<file path="src/rtl/reset_sequencer.sv">
// reset_sequencer: synchronises board reset and PLL lock, enforces a hold
// time, then releases NUM_OUT active-low resets in order with a fixed gap.
// Ports:
//   clk           - system clock
//   async_rst_n   - async active-low reset, release synchronised internally
//   pll_locked    - async PLL lock indication
//   sw_rst_req    - single-cycle software reset request (clk domain)
//   sync_rst_n    - sequenced active-low resets, bit 0 released first
//   rst_done      - all outputs released
//   lock_loss_cnt - saturating count of lock losses seen in RUN
// Optional: define RST_SEQ_SW_RST_EN to make sw_rst_req abort the sequence.
module reset_sequencer #(
    parameter int SYNC_STAGES = 2,
    parameter int NUM_OUT     = 3,
    parameter int HOLD_CYCLES = 16,
    parameter int GAP_CYCLES  = 4
) (
    input  logic               clk,
    input  logic               async_rst_n,
    input  logic               pll_locked,
    input  logic               sw_rst_req,
    output logic [NUM_OUT-1:0] sync_rst_n,
    output logic               rst_done,
    output logic [7:0]         lock_loss_cnt
);

    localparam int MAXC = (HOLD_CYCLES > GAP_CYCLES) ? HOLD_CYCLES
                                                    : GAP_CYCLES;
    localparam int CW = (MAXC > 1) ? $clog2(MAXC) : 1;
    localparam int IW = (NUM_OUT > 1) ? $clog2(NUM_OUT) : 1;

    localparam logic [CW-1:0]      HOLD_LAST = CW'(HOLD_CYCLES - 1);
    localparam logic [CW-1:0]      GAP_LAST  = CW'(GAP_CYCLES - 1);
    localparam logic [IW-1:0]      IDX_LAST  = IW'(NUM_OUT - 1);
    localparam logic [NUM_OUT-1:0] ONE       = NUM_OUT'(1);

    typedef enum logic [1:0] {
        ST_ASSERT,
        ST_HOLD,
        ST_RELEASE,
        ST_RUN
    } state_e;

    logic [SYNC_STAGES-1:0] rst_sync_q;
    logic [SYNC_STAGES-1:0] lock_sync_q;
    logic                   rst_s;
    logic                   lock_s;
    logic                   ok;
    logic                   sw_abort;
    logic                   abort;

    state_e               state_q, state_d;
    logic [CW-1:0]        cnt_q, cnt_d;
    logic [IW-1:0]        idx_q, idx_d;
    logic [NUM_OUT-1:0]   rst_q, rst_d;
    logic                 done_q, done_d;
    logic [7:0]           llc_q, llc_d;

`ifdef RST_SEQ_SW_RST_EN
    assign sw_abort = sw_rst_req;
`else
    logic unused_sw;
    assign unused_sw = sw_rst_req;
    assign sw_abort  = 1'b0;
`endif

    // Reset chain shifts in a constant 1; lock chain samples pll_locked.
    always_ff @(posedge clk or negedge async_rst_n) begin
        if (!async_rst_n) begin
            rst_sync_q  <= '0;
            lock_sync_q <= '0;
        end else begin
            rst_sync_q  <= {rst_sync_q[SYNC_STAGES-2:0], 1'b1};
            lock_sync_q <= {lock_sync_q[SYNC_STAGES-2:0], pll_locked};
        end
    end

    assign rst_s  = rst_sync_q[SYNC_STAGES-1];
    assign lock_s = lock_sync_q[SYNC_STAGES-1];
    assign ok     = rst_s & lock_s;
    assign abort  = !ok || sw_abort;

    always_ff @(posedge clk or negedge async_rst_n) begin
        if (!async_rst_n) begin
            state_q <= ST_ASSERT;
            cnt_q   <= '0;
            idx_q   <= '0;
            rst_q   <= '0;
            done_q  <= 1'b0;
            llc_q   <= '0;
        end else begin
            state_q <= state_d;
            cnt_q   <= cnt_d;
            idx_q   <= idx_d;
            rst_q   <= rst_d;
            done_q  <= done_d;
            llc_q   <= llc_d;
        end
    end

    always_comb begin
        state_d = state_q;
        cnt_d   = cnt_q;
        idx_d   = idx_q;
        rst_d   = rst_q;
        done_d  = done_q;
        llc_d   = llc_q;

        unique case (state_q)
            ST_ASSERT: begin
                rst_d  = '0;
                done_d = 1'b0;
                cnt_d  = '0;
                idx_d  = '0;
                if (ok) begin
                    state_d = ST_HOLD;
                end
            end
            ST_HOLD: begin
                if (abort) begin
                    state_d = ST_ASSERT;
                    cnt_d   = '0;
                end else if (cnt_q == HOLD_LAST) begin
                    rst_d[0] = 1'b1;
                    cnt_d    = '0;
                    if (NUM_OUT == 1) begin
                        state_d = ST_RUN;
                        done_d  = 1'b1;
                    end else begin
                        state_d = ST_RELEASE;
                        idx_d   = IW'(1);
                    end
                end else begin
                    cnt_d = cnt_q + 1'b1;
                end
            end
            ST_RELEASE: begin
                if (abort) begin
                    state_d = ST_ASSERT;
                    rst_d   = '0;
                    cnt_d   = '0;
                    idx_d   = '0;
                end else if (cnt_q == GAP_LAST) begin
                    rst_d = rst_q | (ONE << idx_q);
                    cnt_d = '0;
                    idx_d = idx_q + 1'b1;
                    if (idx_q == IDX_LAST) begin
                        state_d = ST_RUN;
                        done_d  = 1'b1;
                    end
                end else begin
                    cnt_d = cnt_q + 1'b1;
                end
            end
            ST_RUN: begin
                if (abort) begin
                    state_d = ST_ASSERT;
                    rst_d   = '0;
                    done_d  = 1'b0;
                    cnt_d   = '0;
                    idx_d   = '0;
                end
                // Lock loss counts even when a sw request coincides.
                if (!lock_s && llc_q != 8'hFF) begin
                    llc_d = llc_q + 8'd1;
                end
            end
            default: begin
                state_d = ST_ASSERT;
            end
        endcase
    end

    assign sync_rst_n    = rst_q;
    assign rst_done      = done_q;
    assign lock_loss_cnt = llc_q;

endmodule
</file>
<file path="config.mk">
export PLATFORM = sky130hd
export DESIGN_NAME = reset_sequencer
export DESIGN_NICKNAME = d
export VERILOG_FILES = /design/src/rtl/reset_sequencer.sv
export SDC_FILE = /design/constraint.sdc
export NUM_CORES = 1
export LEC_CHECK = 0
export ABC_AREA = 1
export CORE_AREA = 5 5 58 60
export DETAILED_ROUTE_END_ITERATION = 10
export DIE_AREA = 0 0 63 65
export PLACE_DENSITY = 0.75
export SETUP_SLACK_MARGIN = 0.02
export SLEW_MARGIN = 0
export SYNTH_ARGS = -nofsm -noshare
export SYNTH_HDL_FRONTEND = slang
export SYNTH_SLANG_ARGS = --single-unit
</file>
<file path="constraint.sdc">
create_clock -name clk -period 1.5 [get_ports clk]
set_input_delay 0.15 -clock clk [delete_from_list [all_inputs] [get_ports clk]]
set_output_delay 0.15 -clock clk [all_outputs]
set_load 0.03 [all_outputs]
</file>
# Word-level counts from Yosys, hierarchy flattened
# Index checks and enable logic that the tools add are counted.
[classes]
addsub = 3
n_eq_ne = 17
shifts = 1
muxes = 31
bitwise = 2
reduce_logical = 9
[op_table]
columns = ["cell", "count"]
rows = [
  ["2-bit two-way mux", 11],
  ["4-bit two-way mux", 5],
  ["2-bit one-hot mux with 4 select lines", 2],
  ["4-bit one-hot mux with 4 select lines", 1],
  ["2-bit != test, second input constant", 7],
  ["5-bit AND reduction", 2],
  ["3-bit two-way mux", 3],
  ["3-bit != test, second input constant", 3],
  ["8-bit by 1-bit adder with 8-bit output, second input constant", 1],
  ["8-bit != test, second input constant", 1],
  ["2-bit == test, second input constant", 3],
  ["1-bit two-way mux", 6],
  ["2-bit one-hot mux with 3 select lines", 1],
  ["4-bit by 1-bit adder with 4-bit output, second input constant", 1],
  ["4-bit by 2-bit == test with 1-bit output, second input constant", 1],
  ["4-bit == test, second input constant", 1],
  ["1-bit one-hot mux with 4 select lines", 1],
  ["4-bit AND reduction", 1],
  ["3-bit bitwise OR", 1],
  ["1-bit one-hot mux with 3 select lines", 1],
  ["3-bit AND reduction", 1],
  ["3-bit nonzero test", 1],
  ["1-bit by 2-bit << shifter with 3-bit output, first input constant", 1],
  ["2-bit by 1-bit adder with 2-bit output, second input constant", 1],
  ["6 further kinds", 6],
]
[totals]
reg_bits = 24
input_bits = 4
output_inout_bits = 12

# Depth between registers and ports, before layout
# Gate-level depths: netlist of the first run.
[logic_depth]
depth_word = 5
ltp_mapped = 9

# Worst setup path before layout of the first run
# Ideal clock, no wire load.
[synth_path]
path_type = "flip-flop to flip-flop"
from = "register llc_q[0] (netlist: lock_loss_cnt[0])"
to = "register llc_q[3] (netlist: lock_loss_cnt[3])"
setup_ps = 117
arrival_time_ps = 1352
path_slack_ps = 31
path_stages_with_launch = 9
path_cell_list = "dfrtp_1 -> ha_1 -> nand3_2 -> nor2_2 -> nand2_1 -> nand2_2 -> inv_2 -> nand2_1 -> nand2_1"
[synth_via]
elab_chain_len = 3
elab_cells_between_ends = 4
[synth_rtl]
columns = ["element", "line", "text"]
rows = [
  ["start: declaration", "57", "logic [7:0] llc_q, llc_d;"],
  ["start signal: assignment", "97", "llc_q <= llc_d;"],
  ["parallel branches: the longest is 3 deep, another holds 8-bit by 1-bit adder with 8-bit output", "-", ""],
]
# Parallel ways; which one is timed is not known.
# A chain may end at the register's enable or synchronous reset.

# Worst setup path after layout of the first run
[layout_path]
from = "register state_q[0]"
to = "register llc_q[3] (netlist: lock_loss_cnt[3])"
[layout_via]
elab_chain_len = 2
[layout_rtl]
columns = ["element", "line", "text"]
rows = [
  ["start: declaration", "52", "state_e state_q, state_d;"],
  ["start signal: assignment", "92", "state_q <= state_d;"],
  ["2-bit == test", "109", "unique case (state_q)"],
  ["2-bit AND reduction (no line)", "-", ""],
]
# No other way between the ends.

==> metrics.md, run 1 <==
| Metric | Value |
|---|---|
| First-pass GRT wire length | 4.91 mm |
| Residual antenna-violating net count after detailed routing | 0 |
| Series of cell instances along the critical path | ha_2 > inv_1 > nor2_1 > nand2_2 > inv_2 > nand2_1 > nand2_1 |
| Startpoint-to-endpoint class of the critical path | flop to flop |
| Number of buffer and inverter stages on the critical path | 2 |
| Synthesized-area fraction occupied by ao, oa, aoi and oai cells | 0.0550 |
| CTS tree | done |
| Post-layout util | 0.584 |
| Worst Skew | roughly 0.0016 ns |
| Unrepaired setup endpoints after global routing | yes |
| Max Root-Sink Buffers | 2 |
| Hold-fix buffers at CTS | 0 |
| F_max | a little over 0.7 GHz |
| Maximum number of pins on one net before global-route repair | 25 |
| Arr. time, crit path | 1.67 ns |
| CTS HTree Levels | 1 |
| Worst path top cell family by delay | flip-flops |
| Final-report max-slew violation count | 0 |
| Layout Nets | 218 |
| Most common cell in the netlist | nand2_1 |
| Library cell with the largest summed area after synthesis | dfrtp_1 |
| Static leakage | 0.868 nW |
| Final Critical Period | between 1 and 1.5 ns |
| Clock tree sinks | 24 |
| Number of global-route vias before repair | 1212 |
| Synthesized flop and latch total | 24 |
| Worst ir drop on vdd | 718 µV |
| Clock insertion delay at the later pin of the skew report | 0.30 ns |
| Starting density of the core | 0.498 |
| Overall die area | 4100 µm² |
| Final sum of negative setup slack | 0 ns |
| Length of the first detailed-routing pass in iterations | 4 |
| Total standard cell area after synthesis | 1430 µm² |
| Total detailed-routing wirelength | 2.74 mm |
| Most repeated library cell on the critical path | nand2_1 |
| Post-layout instance count excluding filler cells | 235 |
| Unique cell type count in the Yosys netlist | 21 |
| Dominant cells by area after synthesis | dfrtp_1, nand2_1, ha_1, nand3_1, inv_1 |
| Number of buffers inserted during clock tree synthesis | 3 |
| R2R setup slack | 0.09 ns |
| Slowest-stage cell, CP | dfrtp_1 |
| # setup viols final | 0 |
| Die Wd | 63 µm |
| Result of the run | finished, final reports clean |
| Mean instance size in the synthesized netlist | 7.88 µm² |
| Routability congestion estimate | 0.896 |
| Clock-pin slew reported for the worst setup and hold paths after clock tree synthesis | 0.12 ns |
| Buffer cell driving the clock tree root | clkbuf_4 |
| Proportion of register bits with asynchronous set or reset after synthesis | 1.00 |
| Post-synthesis to final-layout area growth | 17.2% |
| Ratio of cells with drive above 1 in the final layout | 0.168 |
| Top cell type's share of synthesized area | 0.419 |
| Global route overflow | 0 |
| DRC violations left | 0 |
| Hold WC Path Type | primary input to asynchronous set/reset pin |
| FF-to-FF path depth | 7 |
| Flip-flop cell with the highest count after synthesis | dfrtp_1 |
| Number of maximum-capacitance violations | 0 |
| Simple logic cell fraction of the synthesized area | 0.354 |
| Total placed cells including tap cells | 232 |
| Kind of end point of the critical path | flop |
| Adder-cell share of the synthesized area | 0.0873 |
| Core box area | 2880 µm² |
| Placed wire-length estimate after detailed placement | 2.02 mm |
| WL per Instance | 11.6 µm |
| Slowest Stage Delay on Critical Path | 0.44 ns |
| Number of inserted diodes | 0 |
| Overall routing resource usage | 0.145 |
| Synthesized Nets | 196 |
| Number of buffers added on ports | 14 |
| Most frequent cells after synthesis | nand2_1, dfrtp_1, inv_1 |
| Share of the cycle needed by the critical path after routing | 0.941 |
| Antenna violations before repair | 0 |
| Drt via density | 5.10 |
| Yosys warns | 0 |
| Biggest fanout along the worst timing path | 9 |
| CP Launch Type | flop |
| Post-synthesis cell count | 182 |
| Die Height | 65 µm |
| Worst Path Required | 1.75 ns |
| Multiplexer area fraction after synthesis | 0 |
| Worst R2R Start | state_q[0]$_DFFE_PN0P_ |
| Top Ports | 16 |
| Post-synthesis sequential area ratio | 0.419 |
| Number of flops mapped to enable cells by yosys | 0 |
| # rows | 20 |
| Total vias in the final route | 1198 |
| Power density cells | about 1100 nW/µm² |
| Dominant combinational cell family by area after synthesis | simple AND/OR/NAND/NOR gates |
| Endpoint of the worst-slack reg-to-reg timing path | lock_loss_cnt[3]$_DFFE_PN0P_ |
| Hold Fails Final Rpt | 0 |
| Fraction of synthesized cell area in xor and xnor cells | 0.0244 |
| Violation count after the first detailed-routing iteration | 34 |
==> worst max-delay path by stage <==
stage / startpoint / to / slack, ns / depth (start not counted)
3_5_place_dp: state_q[0]$_DFFE_PN0P_ / state_q[1]$_DFFE_PN0P_ / 0.04 / 9
5_1_grt: state_q[0]$_DFFE_PN0P_ / lock_loss_cnt[1]$_DFFE_PN0P_ / -0.06 / 7
2_1_floorplan: lock_loss_cnt[0]$_DFFE_PN0P_ / lock_loss_cnt[3]$_DFFE_PN0P_ / 0.03 / 8
6_report: state_q[0]$_DFFE_PN0P_ / lock_loss_cnt[3]$_DFFE_PN0P_ / 0.09 / 7
4_1_cts: state_q[0]$_DFFE_PN0P_ / cnt_q[2]$_DFFE_PN0P_ / 0.05 / 7
3_3_place_gp: state_q[0]$_DFFE_PN0P_ / state_q[0]$_DFFE_PN0P_ / 0.12 / 9
==> metal layers <==
| layer | part of all wire | global-route usage |
|---|---|---|
| met2 | 0.53 | 0.269 |
| met5 | 0 | 0 |
| met1 | 0.44 | 0.164 |
| met4 | 0.0044 | 0.0477 |
| met3 | 0.024 | 0.0277 |
==> state kept, by name, summed over array words and instances, names as in the netlist <==
signal / cells
idx_q: 2
lock_sync_q: 2
rst_done: 1
state_q: 2
rst_sync_q: 2
sync_rst_n: 3
lock_loss_cnt: 8
cnt_q: 4
==> layout make-up <==
class | count | area (µm²)
clock buffer | 3 | 22.5
tap | 33 | 41.3
fill | 252 | 1200
inverter | 22 | 82.6
sequential | 24 | 601
timing repair buffer | 17 | 148
multi-input combinational | 136 | 786
==> metrics by stage <==
stage	hold slack [ns]	total power [mW]	worst slack (ns)	instance area, µm²
after global placement	0.336	1.49	0.117	1640
after CTS	0.175	1.78	0.0453	1650
after floorplan	-0.146	1.31	0.0306	1430
after detailed placement	0.350	1.52	0.0433	1640
after global routing	0.187	2.01	-0.0621	1680
final	0.187	1.83	0.0880	1680
==> report_power, final <==
| part | internal [mW] | switching [mW] | total [mW] |
|---|---|---|---|
| Sequential | 0.709 | 0.0717 | 0.781 |
| Combinational | 0.299 | 0.478 | 0.777 |
| Clock | 0.0936 | 0.178 | 0.272 |
==> logic make-up (layout without fill, tap and decap cells) <==
| group | Yosys count | after routing |
|---|---|---|
| buffers and inverters | 22 | 42 |
| xor gates and xnor gates | 4 | 4 |
| AOI/OAI and AO/OA | 14 | 14 |
| other | 1 | 1 |
| DFF | 24 | 24 |
| and+or+nand+nor | 107 | 107 |
| adders and majority gates | 10 | 10 |
==> cell usage in the layout, fill, tap and decap left out, drive strengths merged, types with 3 or more instances in the layout <==
cell type,n
clkbuf,3
buf,3
o21ai,7
dlygate4sd2,12
inv,22
a21oi,5
nand2,66
nor2,18
ha,10
nand3,19
xnor2,4
dfrtp,24
==> repair_timing <==
| action | 4_1_cts | 5_1_grt |
|---|---|---|
| resized for setup | 13 | 7 |
| pin swaps | 0 | 1 |
| endpoints found under the hold margin | 0 | 0 |
| endpoints found under the setup margin | 13 | 16 |
| setup buffers | 0 | 0 |
Note: power is estimated with default switching activity, not from simulation.
==> run 2, diff against run 1 <==
Settings changed: CTS_CLUSTER_DIAMETER set to 80.
==> results of run 2 <==
Final layout, timing and power as in run 1 (identical DEF).
==> run 3, diff against run 2 <==
Settings changed: CORE_AREA 5 5 58 60 to 2 2 60 62, DIE_AREA 0 0 63 65 to 0 0 62 64, PLACE_DENSITY 0.75 to not set.
==> run 3 against run 2 <==
Net effect:
- power up 14%
- final cell count up 7.2%
- sequential power is 1% lower
- routed wire length up 2.9%
- maximum frequency rose by 0.92%
- clock skew rose by 0.0081 ns
- critical endpoint is now lock_loss_cnt[0]
==> metrics.md, run 3 (same netlist as run 1, synthesis figures left out) <==
| Metric | Value |
|---|---|
| Share of the cycle needed by the critical path after routing | 0.933 (-0.00862) |
| Arr. time, crit path | 1.25 ns (-0.42 ns) |
| CTS tree | done |
| CP Launch Type | flop |
| Drt via density | 4.79 (-6.1%) |
| Number of buffers inserted during clock tree synthesis | 3 (unchanged) |
| Overall die area | 3970 µm² (-3.1%) |
| Total vias in the final route | 1206 (+0.67%) |
| # rows | 21 (+5.0%) |
| Kind of end point of the critical path | output port |
| Biggest fanout along the worst timing path | 3 (-6) |
| Die Height | 64 µm (-1.5%) |
| Layout Nets | 221 (+1.4%) |
| Net switching power figure | 780 µW (+7.2%) |
| Clock insertion delay at the later pin of the skew report | 0.32 ns (+0.02 ns) |
| Residual antenna-violating net count after detailed routing | 0 (unchanged) |
| WL per Instance | 11.2 µm (-4.0%) |
| Setup slack at placement | 0.0431 ns (-0.000115 ns) |
| Worst Skew | 0.00962 ns (+0.00806 ns) |
| Max Root-Sink Buffers | 2 (unchanged) |
| Share of total power in combinational logic | 0.400 (-0.025) |
| Overall routing resource usage | 0.159 (+0.0139) |
| Result of the run | finished, final reports clean |
| Unrepaired setup endpoints after global routing | no |
| Worst ir drop on vdd | 495 µV (-31%) |
| Post-synthesis to final-layout area growth | 22.9% |
| First-pass GRT wire length | 4.90 mm (-0.26%) |
| F_max | 0.715 GHz (+0.92%) |
| Power share of the clock group | 0.230 (+0.082) |
| Worst Path Required | 1.35 ns (-0.40 ns) |
| Die Wd | 62 µm (-1.6%) |
| Final-report max-slew violation count | 0 (unchanged) |
| Buffer cell driving the clock tree root | clkbuf_4 |
| Hold Fails Final Rpt | 0 (unchanged) |
| Post-layout worst setup margin | 0.101 ns (+0.0129 ns) |
| Placed wire-length estimate after detailed placement | 2.09 mm (+3.1%) |
| Total detailed-routing wirelength | 2.82 mm (+2.9%) |
| DRC violations left | 0 (unchanged) |
| Number of maximum-capacitance violations | 0 (unchanged) |
| Clock tree sinks | 24 (unchanged) |
| Final Critical Period | 1.40 ns (-0.0129 ns) |
| Most common cell after layout, fill and taps aside | nand2_1 |
| Number of global-route vias before repair | 1166 (-3.8%) |
| Hold-fix buffers at CTS | 0 (unchanged) |
| Top Ports | 16 (unchanged) |
| Violation count after the first detailed-routing iteration | 58 (+71%) |
| Final sum of negative setup slack | 0 ns (unchanged) |
| Global route overflow | 0 (unchanged) |
| Portion of total power attributed to sequential cells | 0.370 (-0.057) |
| CTS HTree Levels | 1 (unchanged) |
| Hold WC Path Type | primary input to asynchronous set/reset pin |
| Number of inserted diodes | 0 (unchanged) |
| Antenna violations before repair | 0 (unchanged) |
| Commonest cells after routing, fill and taps aside | nand2_1, dfrtp_1, inv_1 |
| Ratio of cells with drive above 1 in the final layout | 0.189 (+0.0210) |
| # setup viols final | 0 (unchanged) |
| Maximum number of pins on one net before global-route repair | 25 (unchanged) |
| Area after DPL | 1650 µm² (+0.53%) |
| Routability congestion estimate | 0.768 (-14%) |
| Clock-pin slew reported for the worst setup and hold paths after clock tree synthesis | 0.15 ns (+0.03 ns) |
| Internal power component | 1.31 mW (+19%) |
| Startpoint-to-endpoint class of the critical path | flop to output port |
| Switching share of power | 0.374 (-0.0241) |
| Post-layout util | 0.537 (-0.0472) |
| Max FFs per register | 8 (unchanged) |
| Length of the first detailed-routing pass in iterations | 4 (unchanged) |
| Power density cells | 1180 nW/µm² (+8.8%) |
| Number of buffers added on ports | 14 (unchanged) |
| Starting density of the core | 0.437 (-0.0617) |
| Core box area | 3280 µm² (+14%) |
| Fin area | 1760 µm² (+4.9%) |
| Filler Cell Count | 312 (+24%) |
| Static leakage | 0.893 nW (+2.9%) |
## run 3: repair_timing
action,CTS,global route
pin swaps,0,0
setup endpoints to repair,13,18
resized for setup,12,12
setup buffers,1,3
## run 3: worst max-delay path, stage by stage (launching register included)
cell,delay (ns)
dfrtp_1,0.42
buf_4,0.13
dlygate4sd2_1,0.39
## run 3: layer usage
layer,global-route usage,share of wire
met5,0,0
met1,0.201,0.46
met4,0.0426,0.0057
met2,0.275,0.51
met3,0.0202,0.018
## run 3: layout make-up
type	count	area, µm²	share of cell area
clock buffer	3	22.5	0.0128
clock inverter	1	30.0	0.0170
inverter	22	82.6	0.0468
multi-input combinational	136	798	0.453
sequential	24	602	0.341
tap	46	57.6	0.0326
timing repair buffer	20	170	0.0965
## run 3: per-stage QoR
stage	total power, mW	hold slack, ns	instances
CTS	1.99	0.181	249
global placement	1.48	0.338	244
global route	2.24	0.188	252
floorplan	1.31	-0.146	182
finish	2.09	0.170	252
detailed placement	1.51	0.335	244
## run 3: final timing paths
path / start / endpoint / slack (ns) / depth (start not counted)
max in group asynchronous: async_rst_n / state_q[1]$_DFFE_PN0P_ / 1.07 / 2
max: lock_loss_cnt[0]$_DFFE_PN0P_ / lock_loss_cnt[0] / 0.10 / 2
min reg2reg: lock_sync_q[0]$_DFF_PN0_ / lock_sync_q[1]$_DFF_PN0_ / 0.37 / 0
max reg2reg: lock_loss_cnt[0]$_DFFE_PN0P_ / lock_loss_cnt[1]$_DFFE_PN0P_ / 0.13 / 8
min in group clk: pll_locked / lock_sync_q[0]$_DFF_PN0_ / 0.26 / 1
min: async_rst_n / sync_rst_n[1]$_DFFE_PN0P_ / 0.17 / 2
## run 3: power groups by stage
| stage | Combinational [mW] | Sequential (mW) | Clock [mW] |
|---|---|---|---|
| after floorplan | 0.483 | 0.823 | 0 |
| after global placement | 0.697 | 0.784 | 0 |
| after detailed placement | 0.717 | 0.790 | 0 |
| after CTS | 0.729 | 0.772 | 0.492 |
| after global routing | 0.941 | 0.781 | 0.516 |
| final | 0.835 | 0.773 | 0.480 |
